## src/rtl/regfile_multiport.sv

```systemverilog
// -----------------------------------------------------------------------------
// regfile_multiport
//
// Parametrised integer register file for the core datapath: one write port
// (from writeback) and NRD independent combinational read ports (from decode).
// After reset a sequential sweep clears every register, one per cycle, while
// busy is held high; the core must stall until busy drops.
//
// Parameters:
//   XLEN     - register width in bits
//   NREGS    - number of architectural registers (2..64, any value)
//   AW       - address width, 2**AW >= NREGS
//   NRD      - number of read ports (1..4)
//   BYPASS   - 1: a legal same-cycle write is forwarded to matching read ports
//   ZERO_REG - 1: register 0 reads as zero and ignores writes
//
// Ports:
//   clk      - rising-edge clock
//   rst      - synchronous active-high reset (restarts the clear sweep)
//   RegWrite - write enable
//   A3       - write address
//   write    - write data
//   raddr    - packed read addresses, port k at [k*AW +: AW]
//   rdata    - packed read data, port k at [k*XLEN +: XLEN]
//   busy     - high while the clear sweep is running
// -----------------------------------------------------------------------------
module regfile_multiport #(
    parameter int XLEN     = 32,
    parameter int NREGS    = 32,
    parameter int AW       = 5,
    parameter int NRD      = 2,
    parameter int BYPASS   = 1,
    parameter int ZERO_REG = 1
) (
    input  logic                 clk,
    input  logic                 rst,
    input  logic                 RegWrite,
    input  logic [AW-1:0]        A3,
    input  logic [XLEN-1:0]      write,
    input  logic [NRD*AW-1:0]    raddr,
    output logic [NRD*XLEN-1:0]  rdata,
    output logic                 busy
);

    typedef enum logic {
        CLEAR = 1'b0,
        READY = 1'b1
    } state_t;

    // Power-up state matches the post-reset state so the sweep also runs
    // after configuration without an explicit reset pulse.
    state_t          state_q = CLEAR;
    logic [AW-1:0]   cnt_q   = '0;
    logic            busy_q  = 1'b1;

    logic [XLEN-1:0] regs_q [NREGS];

    logic            wr_legal;
    logic            ram_we;
    logic [AW-1:0]   ram_waddr;
    logic [XLEN-1:0] ram_wdata;

    // ------------------------------------------------------------------
    // Clear-sweep FSM. busy is registered alongside the state so it is
    // glitch-free for the stall logic in the core.
    // ------------------------------------------------------------------
    always_ff @(posedge clk) begin
        if (rst) begin
            state_q <= CLEAR;
            cnt_q   <= '0;
            busy_q  <= 1'b1;
        end else begin
            case (state_q)
                CLEAR: begin
                    if (int'(cnt_q) == NREGS - 1) begin
                        state_q <= READY;
                        cnt_q   <= '0;
                        busy_q  <= 1'b0;
                    end else begin
                        cnt_q   <= cnt_q + AW'(1);
                    end
                end
                default: begin
                    state_q <= READY;
                    busy_q  <= 1'b0;
                end
            endcase
        end
    end

    assign busy = busy_q;

    // A write takes effect only in READY, in range, and not to a hardwired x0.
    // The same qualifier gates the bypass so illegal writes are never forwarded.
    assign wr_legal = (state_q == READY) && RegWrite && (int'(A3) < NREGS) &&
                      !((ZERO_REG != 0) && (A3 == '0));

    // Single shared write port: the sweep and the architectural write never
    // overlap because architectural writes are blocked while clearing.
    always_comb begin
        ram_we    = 1'b0;
        ram_waddr = A3;
        ram_wdata = write;
        if (state_q == CLEAR) begin
            ram_we    = 1'b1;
            ram_waddr = cnt_q;
            ram_wdata = '0;
        end else if (wr_legal) begin
            ram_we    = 1'b1;
        end
    end

    // Storage carries no reset: contents are zeroed by the sweep instead.
    always_ff @(posedge clk) begin
        if (!rst && ram_we) begin
            regs_q[ram_waddr] <= ram_wdata;
        end
    end

    // ------------------------------------------------------------------
    // Combinational read ports
    // ------------------------------------------------------------------
    generate
        for (genvar gi = 0; gi < NRD; gi++) begin : g_rd
            logic [AW-1:0]   ra;
            logic [XLEN-1:0] rd;

            assign ra = raddr[gi*AW +: AW];

            always_comb begin
                rd = '0;
                if (busy_q) begin
                    rd = '0;
                end else if (int'(ra) >= NREGS) begin
                    rd = '0;
                end else if ((ZERO_REG != 0) && (ra == '0)) begin
                    rd = '0;
                end else if ((BYPASS != 0) && wr_legal && (A3 == ra)) begin
                    rd = write;
                end else begin
                    rd = regs_q[ra];
                end
            end

            assign rdata[gi*XLEN +: XLEN] = rd;
        end
    endgenerate

endmodule

```

## config.mk

```make
export PLATFORM = sky130hd
export DESIGN_NAME = regfile_multiport
export DESIGN_NICKNAME = d
export VERILOG_FILES = /design/src/rtl/regfile_multiport.sv
export SDC_FILE = /design/constraint.sdc
export NUM_CORES = 1
export LEC_CHECK = 0
export CAP_MARGIN = 20
export CORE_ASPECT_RATIO = 0.75
export CORE_MARGIN = 5
export CORE_UTILIZATION = 30
export CTS_CLUSTER_SIZE = 14
export DETAILED_ROUTE_END_ITERATION = 8
export MAX_ROUTING_LAYER = met4
export PLACE_DENSITY = 0.48
export SYNTH_ARGS = -nofsm -noshare
export SYNTH_HDL_FRONTEND = slang
export SYNTH_SLANG_ARGS = --single-unit
export TNS_END_PERCENT = 20
```

## constraint.sdc

```tcl
create_clock -name clk -period 6.8 [get_ports clk]
set_input_delay 1.02 -clock clk [delete_from_list [all_inputs] [get_ports clk]]
set_output_delay 1.02 -clock clk [all_outputs]
set_load 0.02 [all_outputs]
```

Word level (Yosys, flattened, before mapping) --
Memory sizes are Yosys's and may differ from the RTL's. Cells that the tools add are included.
Storage, ports and cells: flip-flop bits (word level) 7, bits in latches 0, RAM bits 1024, bits in read-only memories 0, input bits 50, output and inout port bits 65, word-level logic and storage cells 36, memories 1
Memory list:
- regs_q | words 32, bits a word 32, read ports 2, clocked after memory_dff 0, wr ports 1, RTL line 56 | logic [XLEN-1:0] regs_q [NREGS];
Operators by class: $add $sub $neg 1, $mul 0, divide/modulo/power cells 0, $lt $le $gt $ge 0, eq/ne operators 3, shift-type cells 0, mux-type cells 17, bitwise gates (word level) 0, reduce and logical (&&, ||, !) cells 11
Operator list (count):
- 2-to-1 mux 32 bit | 7
- zero test 5 bit | 3
- equality test 5 bit | 2
- 2-to-1 mux 5 bit | 2
- 2-to-1 mux 1 bit | 8
- adder 5 x 1 -> 5 bit (second input constant) | 1
- equality test 5 x 1 -> 1 bit (second input constant) | 1
- logical AND 1 bit | 5
- zero test 1 bit | 2
- nonzero test 2 bit | 1

Longest topological paths before layout --
depth in word-level cells 8, gate-level depth with buffers 9

Least setup slack after synthesis --
Ideal clock, no wire load.
path type in2out, start input port raddr[1], end output port rdata[10], arrival time 2836 ps, required time 5780 ps, path slack 2944 ps, cell stages on the path 8, cell sequence buf_2 -> buf_2 -> buf_2 -> mux4_2 -> a22oi_1 -> o21ai_0 -> a32oi_1 -> o21ai_0
On the way: longest elaborated chain between the ends 5
Ends and longest elaborated chain:
- from (decl) | RTL line 40 | input logic [NRD*AW-1:0] raddr,
- parallel branches: the longest is 3 deep, another holds memory (32 x 32 bit)
- 2-to-1 mux 32 bit (*) | RTL line 136 | end else if ((ZERO_REG != 0) && (ra == '0)) begin
- 2-to-1 mux 32 bit (*) | RTL line 132 | if (busy_q) begin
- to (decl) | RTL line 41 | output logic [NRD*XLEN-1:0] rdata,
Every way passes the cells marked *.

Worst setup path after layout --
start input port A3[3], end output port rdata[58]
On the way: longest elaborated chain between the ends 7
Ends and longest elaborated chain:
- from (decl) | RTL line 38 | input logic [AW-1:0] A3,
- zero test 5 bit | RTL line 96 | !((ZERO_REG != 0) && (A3 == '0));
- zero test 1 bit | RTL line 96
- logical AND 1 bit | RTL line 95 | assign wr_legal = (state_q == READY) && RegWrite && (int'(A3) < NREGS) &&
- logical AND 1 bit (*) | RTL line 138 | end else if ((BYPASS != 0) && wr_legal && (A3 == ra)) begin
- 2-to-1 mux 32 bit (*) | RTL line 138
- 2-to-1 mux 32 bit (*) | RTL line 136
- 2-to-1 mux 32 bit (*) | RTL line 132
Mark *: on every way between the ends. The rest lies on a longest branch, timed or not.

==> flow_summary_export.csv <==
group,metric,value,unit
synthesis,synth_top_area_cell,"edfxtp_1",
drt,antenna_left,0,
global_routing,grt_pass1_wl,232000,um
outcome,outcome,"finished clean",
timing,fmax,173,MHz
clocking,cts_tree,"built",
power_and_ir_drop,power,13.9,mW
clocking,clock_sink_count,1031,
finish,layout-drive-gt1-share,31.6,%
synthesis,synth_edf_count,1024,
placed_design,gp_congestion,0.834,
timing,period_minus_slack,5.77,ns
timing,fin_crit_sh,84.9,%
setup_path,cp.arrival,4.75,ns
timing,setup-tns-final,0,ns
timing,maxSlewHeadroom,21.7,%
drt,drt_wl_total,167000,um
flow_run,max_cap_viol_count,0,
synthesis,synth_area_per_cell,19.3,um^2
global_routing,grt_pass1_vias,29128,
clocking,h-tree-depth,3,
finish,multi_input_area,16800,um^2
setup_path,cpLargestDelayFamily,"buffers and inverters",
power_and_ir_drop,vdd_drop_max,0.000181,V
synthesis,yosys.area_share.simple,2.34,%
die,die_w,474,um
clocking,cts_hold_buf,0,
die,core,160000,um^2
synthesis,synth_compound_area_share,5.68,%
finish,syn2layout_area_growth,16.5,%
min_path,hold_class,"flip-flop to flip-flop",
die,fp.dieArea,170000,um^2
timing,rsz0062_at_grt,"false",
setup_path,regToRegSetupSlack,2.86,ns
die,io_pins,115,
placed_design,dpl.cell_count,4642,
placed_design,post-dp-hpwl,103000,um
clocking,post_cts_buffers,0,
die,start_util,30.2,%
synthesis,synth_top_area_share,63.5,%
timing,slew_viol_final,0,
synthesis,synth_cells,2504,
setup_path,crit_path_start_kind,"primary input",
drt,vias_per_cell,5.91,
synthesis,syn_nets,2556,
power_and_ir_drop,power_density,247,nW/um^2
setup_path,slowest_delay,0.74,ns
timing,hold_viol_final,0,
drt,avgRoutedWirePerCell,34.4,um
global_routing,grt_max_degree,98,
clocking,worstSkewPairLatency,0.71,ns
clocking,cts_buffer_depth,3,
clocking,cts_resized,0,
setup_path,crit_path_cell_trace,"clkdlybuf4s50_1 -> or2_1 -> o41ai_2 -> o31a_2 -> buf_4 -> a221o_1 -> clkdlybuf4s50_1",
finish,layout.cells.non_filler,4852,
drt,drt_iter0_markers,3704,
die,die_y,358,um
clocking,cts_buffers,104,
synthesis,ys_async_sr_fraction,0,%
synthesis,yosysWarnings,0,
placed_design,port_buffers,114,
synthesis,ys_ff_latch,1031,
die,row_count,127,
finish,fin_nets,2686,
global_routing,grtUsageTotal,19.9,%
clocking,path_clk_slew,0.06,ns
global_routing,grt-ovfl-total,0,
synthesis,synth_area,48400,um^2
clocking,cts_root_buffer,"clkbuf_16",
synthesis,synth_flop_cell,"edfxtp_1",
synthesis,synthTopCellsByArea,"edfxtp_1, mux4_2, mux2i_1",
synthesis,ys_seq_area_share,63.8,%
setup_path,crit_path_max_fanout,17,
finish,fillCellCount,14861,
timing,skew,0.0204,ns
setup_path,crit_slowest_cell,"o31a_2",
synthesis,synth_top_family_by_area,"multiplexers",
synthesis,synth.distinct_cells,48,
setup_path,cp.buffers_inverters,3,
synthesis,synthAdderAreaFrac,0.0517,%
power_and_ir_drop,p_leak,18.2,nW
synthesis,synthMuxAreaShare,25.8,%
setup_path,worstSetupEndpointType,"output pin",
synthesis,synth-xor-area-share,0.181,%
setup_path,cpMostUsedCell,"clkdlybuf4s50_1",
timing,tightest_slew,1.17,ns
drt,vias,28691,
timing,setup_viol,0,
finish,finish.utilization,35.2,%
setup_path,cp.required,5.78,ns
global_routing,antenna_found_initial,9,
drt,route.detailed.drc,0,
setup_path,critPathKind,"primary input to output pin",
drt,dr.pass1.iters,6,
finish,final-seq-area,30900,um^2
==> layer usage <==
metal / global-route usage (%) / wire [um]
met2: 29.3 / 74300
met4: 6.02 / 5300
met1: 28.2 / 73500
met3: 3.63 / 13800
met5: - / 0
==> layout make-up <==
| class | instances | share of cell area, % |
|---|---|---|
| repair buffers | 233 | 4.46 |
| well taps | 2128 | 4.72 |
| clock buffers | 131 | 4.94 |
| inverters | 5 | 0.0333 |
| flip-flops and latches | 1031 | 54.8 |
| diodes | 8 | 0.0355 |
| multi-input cells | 1259 | 29.8 |
| clock inverters | 57 | 1.19 |
==> cell families (layout without fill, tap and decap cells) <==
| logic type | count (synthesis) | count (layout) |
|---|---|---|
| AO/OA/AOI/OAI | 369 | 369 |
| XOR/XNOR | 10 | 10 |
| adder cells (fa/ha/maj) | 2 | 2 |
| buffers and inverters | 214 | 426 |
| flip-flops | 1031 | 1031 |
| multiplexers | 639 | 639 |
| other | 0 | 8 |
| AND/OR/NAND/NOR | 239 | 239 |
==> final timing paths <==
kind / startpoint / endpoint / depth (start not counted)
worst max register to register: state_q / regs_q[4][29] / 6
worst max-delay path: A3[3] / rdata[58] / 7
worst min register to register: cnt_q[3] / cnt_q[3] / 2
worst min-delay path: cnt_q[3] / cnt_q[3] / 2
==> cells in the mapped netlist, types with 2 or more instances <==
cell         n
edfxtp_1  1024
mux4_2     485
mux2i_1    126
a22oi_1     97
nor2_1      97
clkbuf_1    87
buf_2       85
a211oi_1    66
o21ai_0     65
a221o_1     57
nand2_1     47
nor2b_1     40
and2_1      35
a21oi_1     34
mux2_2      28
a32oi_1     25
buf_1       18
buf_6       11
a22o_1       8
buf_4        8
dfxtp_1      7
xnor2_1      7
a221oi_1     6
inv_1        5
nand3_1      5
and3_1       3
xor2_1       3
ha_1         2
nand2b_1     2
nand3b_1     2
nor3_1       2
==> cells in the final DEF (no fill, tap or decap), drive strengths merged, types with 3 or more instances in the layout <==
cell type and n:
edfxtp 1024, mux4 485, buf 146, clkbuf 132, mux2i 126, a22oi 97, nor2 97, clkdlybuf4s50 86
a211oi 66, o21ai 65, a221o 57, nand2 47, nor2b 40, and2 36, clkinv 36, a21oi 34
mux2 28, a32oi 25, bufinv 15, inv 9, diode 8, a22o 8, xnor2 7, dfxtp 7
a221oi 6, nand3 5, and3 3, xor2 3
==> worst reg2reg max path, stage by stage, from the launching register on <==
cell and delay [ns]:
dfxtp_2 0.32, buf_4 0.69, mux2i_1 0.31, nor2b_1 0.20
nand2_1 0.48, nor2_4 0.93, buf_4 0.61
==> per-stage QoR <==
stage / setup slack [ns] / cell area [um^2] / hold slack [ns]
finish: 1.03 / 56400 / 0.556
global route: 0.924 / 56400 / 0.600
CTS: 1.08 / 56000 / 0.547
detailed placement: 1.08 / 52600 / 0.539
global placement: 1.02 / 52500 / 0.515
floorplan: 2.94 / 48400 / 0.481
==> power by group <==
group          internal [mW]  switching, mW  leakage (nW)
Sequential              6.92         0.0189          10.0
Clock                   3.46           2.51          1.69
Combinational          0.418          0.568          6.52
==> sequential cells by signal (all words and copies together) (netlist names) <==
register and count:
regs_q 1024, state_q 1, cnt_q 5, busy 1
(Power assumes the default switching activity.)
